<file path="src/rtl/disp_page_sched.sv">
// disp_page_sched: selects which four BCD digits (HH:MM, MM:SS or MM.DD) go to
// the display scan controller. Pages auto-rotate every DWELL seconds; a manual
// press advances immediately and suspends rotation for HOLD seconds.
module disp_page_sched #(
   parameter int unsigned DWELL = 5,   // auto-rotate seconds per page (1..15)
   parameter int unsigned HOLD  = 10   // seconds of manual hold after a press (1..15)
) (
   input  logic       clk,
   input  logic       rst,
   input  logic       tick_1hz,
   input  logic       btn_next,
   input  logic       auto_en,
   input  logic [3:0] hr_tens,
   input  logic [3:0] hr_ones,
   input  logic [3:0] min_tens,
   input  logic [3:0] min_ones,
   input  logic [3:0] sec_tens,
   input  logic [3:0] sec_ones,
   input  logic [3:0] mon_tens,
   input  logic [3:0] mon_ones,
   input  logic [3:0] day_tens,
   input  logic [3:0] day_ones,
   output logic [3:0] digit3,
   output logic [3:0] digit2,
   output logic [3:0] digit1,
   output logic [3:0] digit0,
   output logic       dot,
   output logic [1:0] page,
   output logic       held
);

   typedef enum logic [1:0] {
      PG_HM   = 2'd0,
      PG_MS   = 2'd1,
      PG_DATE = 2'd2
   } page_t;

   typedef enum logic {
      M_AUTO = 1'b0,
      M_HOLD = 1'b1
   } mode_t;

   localparam logic [3:0] DWELL_LAST = 4'(DWELL - 1);
   localparam logic [3:0] HOLD_LAST  = 4'(HOLD - 1);

   page_t      page_q;
   page_t      page_nxt;
   mode_t      mode;
   logic [3:0] dwell_cnt;
   logic [3:0] hold_cnt;
   logic       armed;
   logic       tick_ok;
   logic       btn_ok;
   logic       auto_step;

   // Rotation order HM -> MS -> DATE -> HM; anything else falls back to HM.
   function automatic page_t next_page(input page_t p);
      case (p)
         PG_HM:   next_page = PG_MS;
         PG_MS:   next_page = PG_DATE;
         default: next_page = PG_HM;
      endcase
   endfunction

   // armed stays low for the first edge after reset release, so a tick or
   // press coincident with the release is dropped.
   always_ff @(posedge clk or posedge rst) begin
      if (rst) armed <= 1'b0;
      else     armed <= 1'b1;
   end

   assign tick_ok   = tick_1hz & armed;
   assign btn_ok    = btn_next & armed;
   // A press in the same cycle takes priority, so auto_step only matters when
   // btn_ok is low; page_nxt still advances exactly one step either way.
   assign auto_step = (mode == M_AUTO) && auto_en && tick_ok && (dwell_cnt >= DWELL_LAST);

   // Next page: one step on a press or a dwell expiry, illegal code recovers to HM.
   always_comb begin
      // NOTE: default assignment first so no path through the block leaves
      // page_nxt unassigned, which would infer a latch.
      page_nxt = page_q;
      case (page_q)
         PG_HM, PG_MS, PG_DATE: begin
            if (btn_ok || auto_step) page_nxt = next_page(page_q);
         end
         default: page_nxt = PG_HM;
      endcase
   end

   // Page and mode state machine with its dwell and hold second counters.
   always_ff @(posedge clk or posedge rst) begin
      if (rst) begin
         page_q    <= PG_HM;
         mode      <= M_AUTO;
         dwell_cnt <= 4'd0;
         hold_cnt  <= 4'd0;
      end else begin
         // NOTE: non-blocking assignments so every register samples the
         // pre-edge values of the others, independent of statement order.
         page_q <= page_nxt;
         if (btn_ok) begin
            mode      <= M_HOLD;
            hold_cnt  <= 4'd0;
            dwell_cnt <= 4'd0;
         end else if (mode == M_HOLD) begin
            // Hold timeout runs regardless of auto_en.
            if (tick_ok) begin
               if (hold_cnt >= HOLD_LAST) begin
                  mode      <= M_AUTO;
                  hold_cnt  <= 4'd0;
                  dwell_cnt <= 4'd0;
               end else begin
                  hold_cnt <= hold_cnt + 4'd1;
               end
            end
         end else begin
            if (auto_step)               dwell_cnt <= 4'd0;
            else if (tick_ok && auto_en) dwell_cnt <= dwell_cnt + 4'd1;
         end
      end
   end

   // Decimal point: colon blink on HM, steady on MS/DATE, cleared on entering HM.
   always_ff @(posedge clk or posedge rst) begin
      if (rst) begin
         dot <= 1'b0;
      end else if (page_nxt != PG_HM) begin
         dot <= 1'b1;
      end else if (page_q != PG_HM) begin
         dot <= 1'b0;
      end else if (tick_ok) begin
         dot <= ~dot;
      end
   end

   // Digit mux, registered from the current page and the live BCD inputs.
   always_ff @(posedge clk or posedge rst) begin
      if (rst) begin
         digit3 <= 4'd0;
         digit2 <= 4'd0;
         digit1 <= 4'd0;
         digit0 <= 4'd0;
      end else begin
         case (page_q)
            PG_HM: begin
               digit3 <= hr_tens;
               digit2 <= hr_ones;
               digit1 <= min_tens;
               digit0 <= min_ones;
            end
            PG_MS: begin
               digit3 <= min_tens;
               digit2 <= min_ones;
               digit1 <= sec_tens;
               digit0 <= sec_ones;
            end
            PG_DATE: begin
               digit3 <= mon_tens;
               digit2 <= mon_ones;
               digit1 <= day_tens;
               digit0 <= day_ones;
            end
            default: begin
               digit3 <= 4'd0;
               digit2 <= 4'd0;
               digit1 <= 4'd0;
               digit0 <= 4'd0;
            end
         endcase
      end
   end

   // page and held are straight flop outputs.
   assign page = page_q;
   assign held = (mode == M_HOLD);

endmodule

</file>
<file path="config.mk">
export PLATFORM = sky130hd
export DESIGN_NAME = disp_page_sched
export DESIGN_NICKNAME = d
export VERILOG_FILES = /design/src/rtl/disp_page_sched.sv
export SDC_FILE = /design/constraint.sdc
export NUM_CORES = 1
export LEC_CHECK = 0
export CAP_MARGIN = 10
export CORE_MARGIN = 1.5
export CORE_UTILIZATION = 35
export DETAILED_ROUTE_END_ITERATION = 12
export DONT_BUFFER_PORTS = 1
export PLACE_DENSITY = 0.54
export SYNTH_ARGS = -nofsm -noshare
export SYNTH_HDL_FRONTEND = slang
export SYNTH_SLANG_ARGS = --single-unit
</file>
<file path="constraint.sdc">
create_clock -name clk -period 1.4 [get_ports clk]
set_input_delay 0.28 -clock clk [delete_from_list [all_inputs] [get_ports clk]]
set_output_delay 0.28 -clock clk [all_outputs]
set_load 0.03 [all_outputs]
</file>
==> results of run 1 <==
==> power by group through the flow <==
stage	Clock (W)	Combinational, W	Sequential, W
floorplan	0	0.000588	0.00178
global placement	0	0.000916	0.00174
detailed placement	0	0.000952	0.00174
CTS	0.000912	0.000979	0.00172
global route	0.000962	0.00112	0.00175
finish	0.000888	0.000974	0.00172
==> worst max-delay path, cell delays in order (launching register included) <==
cell and delay, ns:
dfrtp_1 0.41, inv_2 0.09, ha_4 0.12, or3b_4 0.41, a31oi_4 0.22, nand3_1 0.12, o31ai_2 0.07
==> cell type report <==
cell class / count / area, um^2
Inverter: 4 / 15.0
Clock buffer: 7 / 86.3
Sequential cell: 29 / 726
Fill cell: 369 / 2240
Clock inverter: 1 / 30.0
Tap cell: 50 / 62.6
Timing Repair Buffer: 16 / 135
Multi-Input combinational cell: 109 / 708
==> sequential cells by signal, summed over array words and instances, names as in the netlist, 2 cells and up <==
| signal | cells |
|---|---|
| digit0 | 4 |
| digit1 | 4 |
| page | 2 |
| digit2 | 4 |
| dwell_cnt | 4 |
| hold_cnt | 4 |
| digit3 | 4 |
==> repair_timing <==
| action | 4_1_cts | 5_1_grt |
|---|---|---|
| hold buffers | 1 | 0 |
| gates resized for setup | 4 | 4 |
| hold endpoints to repair | 29 | 0 |
| pin swaps | 3 | 2 |
| buffers inserted | 3 | 1 |
| endpoints found under the setup margin | 7 | 10 |
==> kinds of logic (layout without fill, tap and decap cells) <==
kind of cell / Yosys count / in the layout / synth area share (%)
buffers and inverters: 10 / 28 / 3.02
XOR/XNOR: 1 / 1 / 0.605
other: 1 / 1 / 0.259
AO/OA/AOI/OAI: 39 / 39 / 16.5
AND/OR/NAND/NOR: 55 / 55 / 19.8
adder cells (fa/ha/maj): 4 / 4 / 3.46
multiplexers: 9 / 9 / 6.22
flip-flops: 29 / 29 / 50.1
==> metal layers <==
layer,track usage (%),vias to the layer above,share of wire [%]
li1,-,547,-
met1,18.8,526,42
met2,23.9,56,47
met3,7.33,5,9.2
met4,6.89,0,1.5
met5,0,-,0
==> path summary, 6_finish.rpt <==
path | from | endpoint | slack, ns | depth (start not counted)
max | hold_cnt[0]$_DFFE_PP0P_ | dwell_cnt[0]$_DFFE_PP0P_ | -0.13 | 6
min | sec_ones[0] | digit0[0]$_DFF_PP0_ | 0.13 | 2
max reg2reg | hold_cnt[0]$_DFFE_PP0P_ | dwell_cnt[0]$_DFFE_PP0P_ | -0.13 | 6
min reg2reg | dwell_cnt[1]$_DFFE_PP0P_ | dwell_cnt[1]$_DFFE_PP0P_ | 0.53 | 2
max in group asynchronous | rst | dwell_cnt[2]$_DFFE_PP0P_ | 0.60 | 3
min in group asynchronous | rst | digit1[3]$_DFF_PP0_ | 0.52 | 3
==> through the flow <==
| stage | setup slack (ns) | TNS [ns] |
|---|---|---|
| 6_report | -0.133 | -0.669 |
| 5_1_grt | -0.205 | -1.24 |
| 4_1_cts | -0.103 | -0.476 |
| 3_5_place_dp | -0.130 | -0.647 |
| 3_3_place_gp | -0.0672 | -0.250 |
| 2_1_floorplan | -0.0433 | -0.131 |
==> cells in the final DEF, fill, tap and decap left out, types with 2 or more instances in the layout <==
cell	netlist	routed
a21oi_1	11	9
a21oi_2	1	3
and2_4	2	2
buf_4	1	14
clkbuf_8	0	6
dfrtp_1	29	29
ha_1	4	2
inv_1	4	2
inv_2	0	2
mux2i_1	9	9
nand2_1	22	22
nand3_1	5	5
nand3b_1	2	2
nor2_1	6	6
nor2b_1	9	9
o21ai_0	21	20
==> metrics, run 1 <==
CTS tree=done; CP max FO=5; dpl cell area=between 1500 and 2000 um^2; 1st-iter DRT viols=61; top cell types by occurrence after synthesis=dfrtp_1 (29), nand2_1 (22), o21ai_0 (21), a21oi_1 (11); die area=around 4500 um^2; Worst-Skew Late Latency=0.28 ns; Net Count, Synth=about 200; CP required=roughly 1.6 ns; synthesis warning total=0; HP Class=in2reg; H-Tree Depth=2; critical path endpoint category=flip-flop; main area contributors after synthesis=dfrtp_1 (50%), o21ai_0 (7.3%), mux2i_1 (6.2%); vias=1,134; synthesized instance count=between 100 and 150; Synth Register Bits=29; Avg Inst Size Synth=9.78 um^2; port buffer count=0; Seq/Total Area, Yosys=roughly half; largest net degree at the start of global routing=30; clk sinks=29; Via density=between 5 and 6; Area Overhead vs Synth=21.8%; P_int=0.00209 W; Main synth FF type=dfrtp_1; Ports=65; ANT nets after route=0; ratio of cells with drive above 1 in the final layout=22.3%; most common cell in the netlist=dfrtp_1; CP Data Arrival Time=~1.7 ns; Setup CP Type=reg2reg; routed length per instance=about 15 um; DIE HEIGHT=67.3 um; Antenna Cells=0; Setup Skew=0.00839 ns; post-DP HPWL=~2300 um; Net Sw Power=approximately 0.0015 W; area leader, netlist=dfrtp_1; max_cap viols=0; CTS buffer count=5; switch share=around two fifths; first-pass GRT wire length=around 5100 um; VDD IR-drop max=roughly 0.00092 V; max frequency=between 0.6 and 0.7 GHz; Startpoint Class=flip-flop; clock share of power=about a quarter; endpoints failing hold=0; crit path time final=~1.5 ns; fin cells=about 220; endpoints failing setup=7; DRC Markers=0; Final Max Slew Viols=0; Chip Width=67.3 um; Core Footprint=4000 um^2; Detailed Route WL=about 3200 um; vias in the first global route=~1,100; antenna violations before repair=0; clock buffer depth=2; unrepaired setup endpoints after global routing=true; outcome=finished, violations left; nets@finish=214; Starting Density=a little over a third; gpl congestion=between 0.8 and 0.9; EDFF count, synth=0; Synth top area share=about 50%; num rows=23; Post-Syn Area=1450 um^2; failing checks=negative setup slack; sequential share of power=~48%; Comb pwr share=27.2%; leakage dissipation=0.751 nW; ys async rst share=between 90% and 100%; DR pass1 iterations=4; GRT Overall Usage=15.7%; Final Util=~44%; PwrDens=2030 nW/um^2; Hold Slack=roughly 0.13 ns; remaining global-route overflow=0; final instance area=between 1500 and 2000 um^2; Clk pin slew, worst setup/hold paths=roughly 0.07 ns; dpl cells=a little over 200; Synth cell types=34; post-layout power=between 0.003 and 0.004 W; CTS root buffer=clkbuf_8; period utilization=110%; final setup margin=-0.133 ns
Power figures use the tool's default switching activity.
==> run 2, diff against run 1 <==
ABC_AREA = 0   (was not set)
CAP_MARGIN = not set   (was 10)
==> results of run 2 <==
The final DEF is identical to that of run 1; final timing and power are the same.
==> patch 1: new RTL, config.mk and constraints of run 1 <==
Register the output `digit1` once more, cleared by the reset; this adds one clock of latency there. The other outputs are not delayed to match.
--- a/src/rtl/disp_page_sched.sv
+++ b/src/rtl/disp_page_sched.sv
@@ -42,6 +42,8 @@
 
    localparam logic [3:0] DWELL_LAST = 4'(DWELL - 1);
    localparam logic [3:0] HOLD_LAST  = 4'(HOLD - 1);
+
+   logic [3:0] digit1_s0;
 
    page_t      page_q;
    page_t      page_nxt;
@@ -139,32 +141,32 @@
       if (rst) begin
          digit3 <= 4'd0;
          digit2 <= 4'd0;
-         digit1 <= 4'd0;
+         digit1_s0 <= 4'd0;
          digit0 <= 4'd0;
       end else begin
          case (page_q)
             PG_HM: begin
                digit3 <= hr_tens;
                digit2 <= hr_ones;
-               digit1 <= min_tens;
+               digit1_s0 <= min_tens;
                digit0 <= min_ones;
             end
             PG_MS: begin
                digit3 <= min_tens;
                digit2 <= min_ones;
-               digit1 <= sec_tens;
+               digit1_s0 <= sec_tens;
                digit0 <= sec_ones;
             end
             PG_DATE: begin
                digit3 <= mon_tens;
                digit2 <= mon_ones;
-               digit1 <= day_tens;
+               digit1_s0 <= day_tens;
                digit0 <= day_ones;
             end
             default: begin
                digit3 <= 4'd0;
                digit2 <= 4'd0;
-               digit1 <= 4'd0;
+               digit1_s0 <= 4'd0;
                digit0 <= 4'd0;
             end
          endcase
@@ -175,5 +177,13 @@
    assign page = page_q;
    assign held = (mode == M_HOLD);
 
+   always_ff @(posedge clk or posedge rst) begin
+      if (rst) begin
+         digit1 <= '0;
+      end else begin
+         digit1 <= digit1_s0;
+      end
+   end
+
 endmodule
 
Function: changed (a bounded check fails within 4 cycles, from zero or initial values and one cycle with rst high).
==> patch 1 against run 1 <==
  * The run still ends with negative setup slack left
  * Utilization is 1.8 points higher
  * Global-route usage up 0.68 points
  * Clock power down 22%
  * Power increased by 1.5%
  * Maximum frequency decreased by 10%
  * Worst setup slack lost 0.18 ns
  * Hold slack worse by 0.0074 ns
  * Clock skew barely moved
  * Routed wire length rose by 17%
  * Sequential cell count increased by 4
  * Critical path depth unchanged
  * Final area is 12% higher
  * Die area is 6.8% higher
  * Area after synthesis increased by 7.1%
  * Critical path type unchanged
==> patch 1: results (changes against run 1) <==
status=finished, violations left; violated checks=negative setup slack; worst vdd ir=787 µV (-14%); post-synthesis mux area share=6.78% (+0.56 points); largest net degree at the start of global routing=20 (-33%); seq pwr=1.93 mW (+12%); Placed Area=1740 µm² (+9.9%); detailed router's first-iteration violation count=45 (-26%); Synth Area in XOR/XNOR=0.565% (-0.040 points); Post-Syn Area per Cell=10.0 µm² (+2.3%); layout cell share with drive strength beyond 1=27.7% (+5.4 points); GPL Wtd Cong=0.863 (-1.6%); CP max FO=3 (-2); non-clk buf share=12.6% (+4.9 points); compound-cell area share of the yosys netlist=15.2% (-1.3 points); CTS root buf=clkbuf_8; post-DR wirelength/cell=16.0 µm (+7.1%); TNS Setup=-1.79 ns (-1.12 ns); fillers=390 (+5.7%); Synth Net Count=204 (+3.6%); Synth Area in Adders=3.23% (-0.23 points); Clk Latency, worst-skew pair=0.28 ns (about the same); Seq/Total Area, Yosys=53.3% (+3.1 points); worst stage delay on the critical path=0.43 ns (+0.02 ns); seq_cells=33 (+14%); vias in the first global route=1306 (+21%); synth-to-layout area growth=27.1%; via/cell ratio=5.29 (+0.73%); LEAKAGE=0.883 nW (+18%); Clock-cell share=4.38% (-2.2 points); multi-input combinational gate total=111 (+1.8%); Placed Instances=218 (+7.4%); Nets=233 (+8.9%); min-delay src=sec_ones[0]; die area=4840 µm² (+6.8%); Final setup viols=9 (+2); ant diodes=0 (unchanged); Seq area share=42.0% (+0.80 points); multi-input combinational area share=37.0% (-3.2 points); DP HPWL=2570 µm (+10%); Setup WS pre-CTS=-0.276 ns (-0.146 ns); GRT Util Overall=16.3% (+0.68 points); commonest cells in the netlist=dfrtp_1 (33), nand2_1 (23), o21ai_0 (20), a21oi_1 (13), nor2b_1 (11); post-synth cell types=30 (-12%); Worst EP arrival=1.87 ns (+0.15 ns); Psw=1.52 mW (+2.1%); number of signal-net buffers in the layout=29 (+13); first-pass GRT wire length=6050 µm (+18%); Worst Skew=0.00800 ns (-0.000394 ns); worst setup margin=-0.310 ns (-0.176 ns); via count=1248 (+10%); largest cells by area after synthesis=dfrtp_1 (53%), o21ai_0 (6.5%), mux2i_1 (5.8%)
-- patch 1: metal layers --
| metal | up-vias | wire [µm] | GRT usage [%] |
|---|---|---|---|
| li1 | 589 | - | - |
| met1 | 595 | 1560 | 18.5 |
| met2 | 56 | 1910 | 27.5 |
| met3 | 8 | 240 | 6.25 |
| met4 | 0 | 68 | 6.97 |
| met5 | - | 0 | 0 |
-- patch 1: timing repair --
| action | CTS | global route |
|---|---|---|
| pin swaps | 5 | 1 |
| setup endpoints to repair | 9 | 12 |
| endpoints found under the hold margin | 33 | 0 |
| gates resized for setup | 15 | 4 |
| hold buffers | 1 | 0 |
| setup buffers | 11 | 2 |
-- patch 1: worst paths after layout --
check / endpoint / slack [ns] / cells after the start
min in group asynchronous: hold_cnt[3] / 0.48 / 3
worst min register to register: digit1[3] / 0.35 / 0
worst min-delay path: digit0[0] / 0.12 / 2
max in group asynchronous: held / 0.71 / 3
worst max-delay path: dwell_cnt[1] / -0.31 / 6
worst max register to register: dwell_cnt[1] / -0.31 / 6
==> patch 2: new RTL, config.mk and constraints of run 1 <==
Made on the original files. Set the parameter `HOLD` to 5 (it was 10).
--- a/src/rtl/disp_page_sched.sv
+++ b/src/rtl/disp_page_sched.sv
@@ -3,7 +3,7 @@
 // press advances immediately and suspends rotation for HOLD seconds.
 module disp_page_sched #(
    parameter int unsigned DWELL = 5,   // auto-rotate seconds per page (1..15)
-   parameter int unsigned HOLD  = 10   // seconds of manual hold after a press (1..15)
+   parameter int unsigned HOLD  = 5   // seconds of manual hold after a press (1..15)
 ) (
    input  logic       clk,
    input  logic       rst,
Behaviour: not the same (Yosys sat finds a counterexample within 10 cycles, from zero or initial values and one cycle with rst high).
==> patch 2 against run 1 <==
  * Die area fell by 6.5%
  * Worst setup slack better by 0.22 ns
  * Area after synthesis decreased by 6.8%
  * Power is 8.6% lower
  * First-iteration DRC count fell by 38%
  * Count of clock-buffer cells in the layout unchanged
  * Routed wire length down 13%
  * Hold slack got worse by 0.0071 ns
  * Combinational power decreased by 19%
  * Sequential cell count is the same
  * Clock power fell by 16%
  * Final area decreased by 13%
  * Largest cell class unchanged
==> patch 2: results (changes against run 1) <==
status=finished clean; ant diodes=0 (unchanged); post-synthesis cell count=138 (-6.8%); Clock transition at path regs=0.06 ns; r2r endpoint=page[0]; Hold WC Path Type=in2reg; P_int=1.85 mW (-12%); Clk Latency, worst-skew pair=0.28 ns (about the same); asr flop ratio synth=100% (unchanged); post-synth cell types=28 (-18%); Slew @ Worst Pin=0.651 ns; postcts setup bufs=0 (-3); layout cell share with drive strength beyond 1=13.9% (-8.4 points); LEAKAGE=0.668 nW (-11%); CTS buffer count=5 (unchanged); initial antenna violation count=0 (unchanged); GPL Wtd Cong=0.801 (-8.6%); GRT Util Overall=14.8% (-0.83 points); vias in the first global route=1060 (-2.0%); Worst EP arrival=1.47 ns (-0.25 ns); CP max FO=7 (+2); worst vdd ir=883 µV (-4.0%); Placed Area=1420 µm² (-10%); commonest cells in the netlist=dfrtp_1 (29), nand2_1 (21), o21ai_0 (18), a21oi_1 (11), mux2i_1 (10); reg2reg setup slack=0.09 ns (+0.22 ns); DR pass1 iterations=4 (unchanged); CTS Hold Bufs=1 (unchanged); Hold Crit Depth=2 (unchanged); post-DR wirelength/cell=14.6 µm (-2.4%); reg-to-reg critical path startpoint=held; largest cells by area after synthesis=dfrtp_1 (54%), mux2i_1 (7.4%), o21ai_0 (6.7%); via count=992 (-13%); largest net degree at the start of global routing=30 (unchanged); Worst Hold End=digit1[0]; DP HPWL=2070 µm (-11%); total wire length=2800 µm (-13%); Post-CTS Resized=0 (-4); Seq/Total Area, Yosys=53.8% (+3.7 points); CTS root buf=clkbuf_8; number of buffers added on ports=0 (unchanged); Worst Skew=0.00391 ns (-0.00448 ns); min-delay src=sec_tens[0]; # H-tree levels=2 (unchanged); Nets=190 (-11%); Worst Reg-to-Reg Cells=4 (-2); Placed Instances=183 (-9.9%); detailed router's first-iteration violation count=38 (-38%); Max clock buf depth=2 (unchanged); first-pass GRT wire length=4670 µm (-9.0%); synth warn=0 (unchanged)
[patch 2: changes by cell type after synthesis, moves of 2 or more]
cell and change:
inv_1 -3, o21ai_0 -3, and2_2 +2, and2_4 -2, buf_2 +2, ha_1 -2
nand3_1 -2, nand3b_1 -2, nor4_1 +2
[patch 2: worst max-delay path, stage by stage (launching register included)]
cell      delay [ns]
dfrtp_1         0.43
nand4b_1        0.29
o21ai_2         0.26
and2_2          0.17
nor3_1          0.04
[patch 2: power by group through the flow]
| stage | Combinational, mW | Clock [mW] | Sequential (mW) |
|---|---|---|---|
| 4_1_cts | 0.811 | 0.768 | 1.74 |
| 3_3_place_gp | 0.779 | 0 | 1.75 |
| 6_report | 0.793 | 0.748 | 1.73 |
| 3_5_place_dp | 0.810 | 0 | 1.75 |
| 5_1_grt | 0.912 | 0.817 | 1.76 |
| 2_1_floorplan | 0.581 | 0 | 1.76 |
[patch 2: stage by stage]
| step | setup slack, ns | utilization, % | hold WS, ns |
|---|---|---|---|
| after CTS | 0.0948 | 41.5 | 0.112 |
| after floorplan | 0.0794 | - | 0.358 |
| final | 0.0901 | 41.5 | 0.119 |
| after detailed placement | 0.116 | 38.5 | 0.266 |
| after global placement | 0.125 | 38.5 | 0.262 |
| after global routing | 0.00380 | 41.5 | 0.118 |
[patch 2: cells by family after synthesis]
| group | synth area share, % |
|---|---|
| compound gates | 13.4 |
| xor+xnor | 0.649 |
| fa+ha+maj | 1.85 |
| buf+inv | 3.15 |
| flops | 53.8 |
| mux | 7.42 |
| other cells | 0.278 |
| simple gates | 19.5 |
[patch 2: layout make-up]
type / instances / area [µm²]
Clock buffer: 7 / 96.3
Timing Repair Buffer: 6 / 60.1
Fill cell: 385 / 2160
Clock inverter: 1 / 5.00
Sequential cell: 29 / 726
Multi-Input combinational cell: 100 / 581
Inverter: 1 / 3.75
Tap cell: 48 / 60.1
[patch 2: worst max path at each step]
stage                        from   endpoint  slack, ns  cells past startpoint
after floorplan           page[1]  digit2[2]       0.08                      4
after global placement       held    page[0]       0.13                      4
after detailed placement     held    page[0]       0.12                      4
after CTS                    held    page[0]       0.09                      4
after global routing         held    page[0]      0.004                      4
final                        held    page[0]       0.09                      4
[patch 2: routing by layer]
layer	GRT usage, %	up-vias	wire length [µm]
li1	-	480	-
met1	15.9	464	1120
met2	24.1	42	1360
met3	7.29	6	241
met4	7.55	0	82
met5	0	-	0
